File: config.mk
export PLATFORM = sky130hd
export DESIGN_NAME = dcp_tx_arbiter
export DESIGN_NICKNAME = d
export VERILOG_FILES = /design/src/rtl/dcp_tx_arbiter.sv
export SDC_FILE = /design/constraint.sdc
export NUM_CORES = 1
export LEC_CHECK = 0
export ABC_AREA = 1
export CAP_MARGIN = 20
export CORE_AREA = 2 2 70 139
export CTS_CLUSTER_DIAMETER = 120
export DETAILED_ROUTE_END_ITERATION = 10
export DIE_AREA = 0 0 72 141
export PLACE_DENSITY = 0.83
export SYNTH_ARGS = -nofsm -noshare
export SYNTH_HDL_FRONTEND = slang
export SYNTH_SLANG_ARGS = --single-unit
File: constraint.sdc
create_clock -name clk -period 2.3 [get_ports clk]
set_clock_uncertainty 0.15 [all_clocks]
set_input_delay 0.345 -clock clk [delete_from_list [all_inputs] [get_ports clk]]
set_output_delay 0.345 -clock clk [all_outputs]
set_load 0.02 [all_outputs]
File: src/rtl/dcp_tx_arbiter.sv
// Round-robin arbiter that shares one UART tx handshake (req/type/data/ack)
// among N command processors, routing the ack back only to the granted owner.
module dcp_tx_arbiter #(
    parameter int N  = 4,
    parameter int DW = 32
) (
    input  logic            clk,
    input  logic            rst,
    input  logic [N-1:0]    req_i,
    input  logic [N-1:0]    type_i,
    input  logic [N*DW-1:0] din_i,
    output logic [N-1:0]    ack_o,
    output logic            req_tx,
    output logic            type_tx,
    output logic [DW-1:0]   dout_tx,
    input  logic            ack_tx,
    output logic [N-1:0]    grant,
    output logic            busy
);

    localparam int PW = (N > 1) ? $clog2(N) : 1;

    typedef enum logic [1:0] {IDLE, ISSUE, RELEASE} state_t;

    state_t              state;
    logic [PW-1:0]       ptr;
    logic [PW-1:0]       owner;
    logic [PW-1:0]       pick_idx;
    logic                pick_vld;
    logic [N-1:0][DW-1:0] din_arr;

    assign din_arr = din_i;

    // First requester at or after ptr, wrapping modulo N.
    always_comb begin
        int j;
        j        = 0;
        pick_vld = 1'b0;
        pick_idx = '0;
        for (int i = 0; i < N; i++) begin
            j = int'(ptr) + i;
            if (j >= N) j = j - N;
            if (!pick_vld && req_i[j]) begin
                pick_vld = 1'b1;
                pick_idx = PW'(j);
            end
        end
    end

    always_ff @(posedge clk or posedge rst) begin
        if (rst) begin
            state   <= IDLE;
            ptr     <= '0;
            owner   <= '0;
            grant   <= '0;
            ack_o   <= '0;
            req_tx  <= 1'b0;
            type_tx <= 1'b0;
            dout_tx <= '0;
            busy    <= 1'b0;
        end else begin
            ack_o <= '0;
            case (state)
                IDLE: begin
                    if (pick_vld) begin
                        owner   <= pick_idx;
                        grant   <= {{(N-1){1'b0}}, 1'b1} << pick_idx;
                        type_tx <= type_i[pick_idx];
                        dout_tx <= din_arr[pick_idx];
                        req_tx  <= 1'b1;
                        busy    <= 1'b1;
                        state   <= ISSUE;
                    end
                end
                ISSUE: begin
                    if (ack_tx) begin
                        req_tx <= 1'b0;
                        ack_o  <= grant;
                        state  <= RELEASE;
                    end
                end
                RELEASE: begin
                    // Wait for both sides to let go so a held req/ack can't re-trigger.
                    if (!req_i[owner] && !ack_tx) begin
                        grant <= '0;
                        ptr   <= (owner == PW'(N-1)) ? '0 : owner + 1'b1;
                        busy  <= 1'b0;
                        state <= IDLE;
                    end
                end
                default: state <= IDLE;
            endcase
        end
    end

endmodule

==> metrics.txt <==
vias in the first global route=a little over 4000; synthesized instance count=600; initial antenna violation count=0; drc violations=0; final RePlAce weighted congestion=between 0.8 and 0.9; crit path cell chain=clkdlybuf4s50_1, inv_1, nand2_1, nand3_1, nand2_1, nand2_1, nand2_1, nand2_1, nand2_4, buf_12, nand3_1, nand2_1, nand2_1, nand2_1, nand2_1, nand2_1; Post-CTS Hold Buffers=0; syn nets=between 700 and 800; die height=about 140 um; Num Clock Sinks=slightly below 50; Port Buf Inserts=181; CTS Buf Count=5; first-pass GRT wire length=18.1 mm; status=complete, no violations; Crit path required time=between 2000 and 2500 ps; vias per inst=4.96; Period minus WS final=roughly 2100 ps; Post-synth ARST share=100%; Initial Utilization=38.6%; crit path launch type=input pin; peak supply drop=0.00102 V; Die Footprint=0.0102 mm2; CP arrival=~2200 ps; Routed WL=about 12 mm; Final Util=a little over three fifths; Final #Nets=roughly 900; Synth Area in Simple Gates=between 50% and 60%; CP peak stage delay=roughly 500 ps; Slew Viols, Final=0; Yosys top cell area share=between 30% and 40%; number of max-cap violations=0; Area Overhead vs Synth=62.3%; cell accounting for the most synthesized area=nand2_1; critical path class=in -> reg; top cells by count, synth=nand2_1 (377), nand3_1 (78), dfrtp_1 (49); multiplexer area fraction after synthesis=0%; postcts setup bufs=0; GRT Total Usage=between 20 and 25%; Fin. Hold Viols=0; clk buf depth=2; Final ANT Viol Nets=0; largest net degree at the start of global routing=slightly above 40; grt ovf=0; fin crit share=between 90% and 100%; register area share after synthesis=34.5%; Peak Freq=~470 MHz; Placement Cell Area=0.00554 mm2; clk root buf=clkbuf_16; most common cell in the netlist=nand2_1; Yosys warnings=0; syn avg cell area=5.92 um2; Core Rows=50; num ports=182; Die Width=72 um; Finished Cell Area=0.00577 mm2; Seq cells post-synth=between 40 and 50; Yosys cell types=23; layout cells sized above 1=5.57%; HP Class=in -> async; Most Frequent Cell on Critical Path=nand2_1; DPL Wire Length=around 8.7 mm; CTS tree=built; Worst R2R Start=ptr[0]; Synth Area in Compound Gates=approximately 2.3%; Post-Syn Area=around 0.0036 mm2; antenna diode count=0; Crit Path Max Fanout=19; Post-synth EDFFs=0; largest cells by area after synthesis=nand2_1 (40%), dfrtp_1 (35%), nand3_1 (11%); Rel. slew slack=between 60 and 70%; Via Count=about 4300; post-synthesis xor/xnor area fraction=0%; reg2reg path depth=15; CTS H-tree depth=2; Core ar.=roughly 0.0092 mm2; predominant post-synthesis flop cell=dfrtp_1; adder-cell share of the synthesized area=less than 1%; PD cells=1660 mW/mm2; combinational family with the most area after synthesis=simple AND/OR/NAND/NOR gates; endpoint class of the critical path=flip-flop; P_leak=roughly 3.0 nW; Skew-Pair Late Insertion Delay=290 ps; DR pass1 iterations=5; Routed wire per std cell=~13 um; Worst-path clk slew=70 ps; Least-Margin Pin Slew=530 ps; slowest stage cell on the critical path=clkdlybuf4s50_1; 1st-iter DRT viols=approximately 200; reg2reg end=dout_tx[7]; R2R Setup Slk=roughly 220 ps; final setup vio count=0
-- critical path: cells and delay by family --
family / cells / cell delay (ps)
buf+inv: 3 / 720
simple gates: 13 / 1100
-- final cells by class --
type	count	area (um2)
multi-input combinational	491	2040
clock buffer	5	125
clock inverter	3	22.5
inverter	22	82.6
fill	851	3430
sequential	49	1230
tap	104	130
timing repair buffer	202	2140
-- how the worst max path moves through the flow --
stage,from,endpoint,slack (ps),cells past startpoint
floorplan,ptr[0],dout_tx[20],380,15
global placement,req_i[2],dout_tx[7],-150,15
detailed placement,req_i[2],dout_tx[7],-250,15
CTS,req_i[1],dout_tx[7],50,15
global route,req_i[3],dout_tx[13],-7,15
finish,req_i[2],dout_tx[9],180,16
-- registers in the layout, summed over array words and instances (netlist names) --
| register | flops |
|---|---|
| busy | 1 |
| state | 2 |
| owner | 2 |
| type_tx | 1 |
| ack_o | 4 |
| ptr | 2 |
| req_tx | 1 |
| dout_tx | 32 |
| grant | 4 |
-- cells in the final DEF, fill, tap and decap left out, types with 2 or more instances in the layout --
cell type | Yosys | routed
inv_2 | 4 | 6
nor2_1 | 10 | 10
clkbuf_16 | 0 | 7
inv_1 | 18 | 16
clkdlybuf4s50_1 | 0 | 181
clkinvlp_4 | 0 | 3
nand2_2 | 4 | 3
nand2_1 | 377 | 377
o21ai_0 | 10 | 10
nand3_4 | 0 | 2
nand3_1 | 78 | 78
buf_12 | 0 | 11
dfrtp_1 | 49 | 49
nor2_4 | 1 | 2
buf_4 | 4 | 8
-- timing repair --
item | 4_1_cts | 5_1_grt
setup endpoints to repair | 5 | 33
cloned | 0 | 2
resized for setup | 1 | 6
pin swaps | 0 | 1
-- logic make-up (layout without fill, tap and decap cells) --
logic type | count (synthesis) | count (layout)
compound gates | 15 | 15
fa+ha+maj | 1 | 1
buf+inv | 60 | 232
simple gates | 475 | 475
flops | 49 | 49
-- metal layers --
layer / global-route usage, % / wire length (um) / vias to the layer above
li1: - / - / 2191
met1: 25.4 / 4500 / 1929
met2: 38.3 / 5570 / 205
met3: 6.65 / 1280 / 16
met4: 6.16 / 234 / 0
met5: 0 / 0 / -
-- where the power goes --
part	switching (mW)	total (mW)	internal, mW	leakage [nW]
sequential	0.216	1.47	1.25	0.622
combinational	4.41	7.41	2.99	2.32
clock	0.318	0.720	0.402	0.0621
total	4.95	9.60	4.65	3.00
-- through the flow --
step | cells | TNS (ps) | hold slack, ps | power, mW | setup slack (ps)
after floorplan | 600 | 0 | 303 | 6.29 | 379
after global placement | 866 | -3390 | 311 | 8.33 | -149
after detailed placement | 866 | -5930 | 314 | 8.47 | -247
after CTS | 874 | 0 | 276 | 9.23 | 51.7
after global routing | 876 | -7.49 | 321 | 10.6 | -7.49
final | 876 | 0 | 268 | 9.60 | 180
(Power assumes the default switching activity.)
==> RTL change: new RTL, same flow settings <==
Re-encode `state_t` (3 states) as one-hot, 3 bits wide.
--- a/src/rtl/dcp_tx_arbiter.sv
+++ b/src/rtl/dcp_tx_arbiter.sv
@@ -20,7 +20,7 @@
 
     localparam int PW = (N > 1) ? $clog2(N) : 1;
 
-    typedef enum logic [1:0] {IDLE, ISSUE, RELEASE} state_t;
+    typedef enum logic [2:0] {IDLE = 3'b001, ISSUE = 3'b010, RELEASE = 3'b100} state_t;
 
     state_t              state;
     logic [PW-1:0]       ptr;
Behaviour: same outputs for any inputs over 10 cycles, from zero or initial values and one cycle with rst high; not proved beyond that.
==> RTL change against the original RTL <==
  * Routed wire length rose by 13%
  * Highest routed layer unchanged
  * Power rose by 16%
  * Core utilization rose by 4.2 points
  * Critical endpoint is now type_tx$_DFFE_PP0P_
  * Sequential cell count rose by 1
  * The run now ends with negative setup slack left
  * Final area rose by 6.7%
  * Global-route usage fell by 0.48 points
  * Worst setup slack got worse by 0.19 ns
  * Critical path depth fell by 1
  * Synthesized area rose by 2.0%
==> RTL change: results (changes against the original RTL) <==
| Metric | Value |
|---|---|
| Status | finished, violations left |
| Failing checks | negative setup slack |
| Place WS | -0.151 ns (+0.0954 ns) |
| Layout Nets | 931 (+2.2%) |
| DRT Pass-1 Iters | 8 (+3) |
| GPL Wtd Cong | 0.930 (+5.8%) |
| Hold_ws | 0.254 ns (-0.0139 ns) |
| Crit-path max FO | 10 (-9) |
| Leakage Power | 0.00318 uW (+6.0%) |
| Final Non-Filler Cells | 896 (+2.3%) |
| Bufs w/o clock | 218 (+7.9%) |
| Seq power | 1520 uW (+3%) |
| Top post-synthesis cells by count | nand2_1 (383), nand3_1 (77), dfrtp_1 (49) |
| Post-synth net total | 742 (+0.27%) |
| Area of the multi-input gates | 2130 um2 (+4.7%) |
| Invs w/o clock | 18 (-18%) |
| Synth top area cells | nand2_1 (40%), dfrtp_1 (34%), nand3_1 (11%) |
| VDD IR max | 0.983 mV (-3.8%) |
| Overall Global Routing Usage | 21.4% (-0.48 points) |
| Fin worst setup slack | -0.0139 ns (-0.194 ns) |
| Final setup viols | 1 (+1) |
| Sink Count | 50 (+2.0%) |
| Post-Synth Adder-Cell Area | 0.345% (-0.0070 points) |
| CTS clk-pin slew, worst paths | 0.07 ns (about the same) |
| Buffering overhead | 39.3% (+2.2 points) |
| Synth Area in Compound Gates | 2.35% (+0.058 points) |
| Mean Syn Cell Area | 6.02 um2 (+1.7%) |
| Yosys cell types | 27 (+17%) |
| Multi-input gates | 498 (+1.4%) |
| NetSw | 5540 uW (+12%) |
| Reg2reg start | ptr[0]$_DFFE_PP0P_ |
| Vias in the first global route | 4063 (+0.62%) |
| DR vias/cell | 5.09 (+2.7%) |
| Slew Limit Headroom | 63.6% (-0.95 points) |
| Fillers | 773 (-9.2%) |
| Logic pwr share | 79.8% (+2.6 points) |
| CP max-delay cell | dfrtp_2 |
| Clock buf/inv share | 2.38% (-0.18 points) |
| Largest net degree at the start of global routing | 42 (+2.4%) |
| Crit path largest cell delay | 0.44 ns (-0.06 ns) |
| Pwr Density | 1810 nW/um2 (+9.1%) |
| First-pass GRT wire length | 17800 um (-1.3%) |
| Placed cell count | 870 (+0.46%) |
| DPL Wire Length | 8660 um (-0.19%) |
| Sequential element share of the synthesized area | 34.5% (about the same) |
==> RTL change: cell count changes after synthesis, moves of 2 or more <==
cell,unedited run,this run
buf_2,23,19
buf_4,4,6
inv_1,18,13
nand2_1,377,383
nor2_1,10,8
nor3_1,0,2
o21ai_0,10,7
==> RTL change: per-stage QoR <==
step,cell area [um2],setup TNS (ns)
floorplan,3630,0
global placement,5590,-2.33
detailed placement,5590,-4.30
CTS,5740,0
global route,6150,-1.14
finish,6150,-0.0139
==> RTL change: layer usage <==
layer  vias to the layer above  routed length [um]  GRT usage (%)
met4                         0                 353           6.06
li1                       2251                   -              -
met1                      2053                4710           23.9
met5                         -                   0              0
met2                       229                6710           38.5
met3                        25                1340           6.43
==> RTL change: cells by family (layout without fill, tap and decap cells) <==
family | count (synthesis) | count (layout)
fa+ha+maj | 1 | 1
compound gates | 14 | 14
simple gates | 482 | 483
buf+inv | 55 | 244
flops | 50 | 50
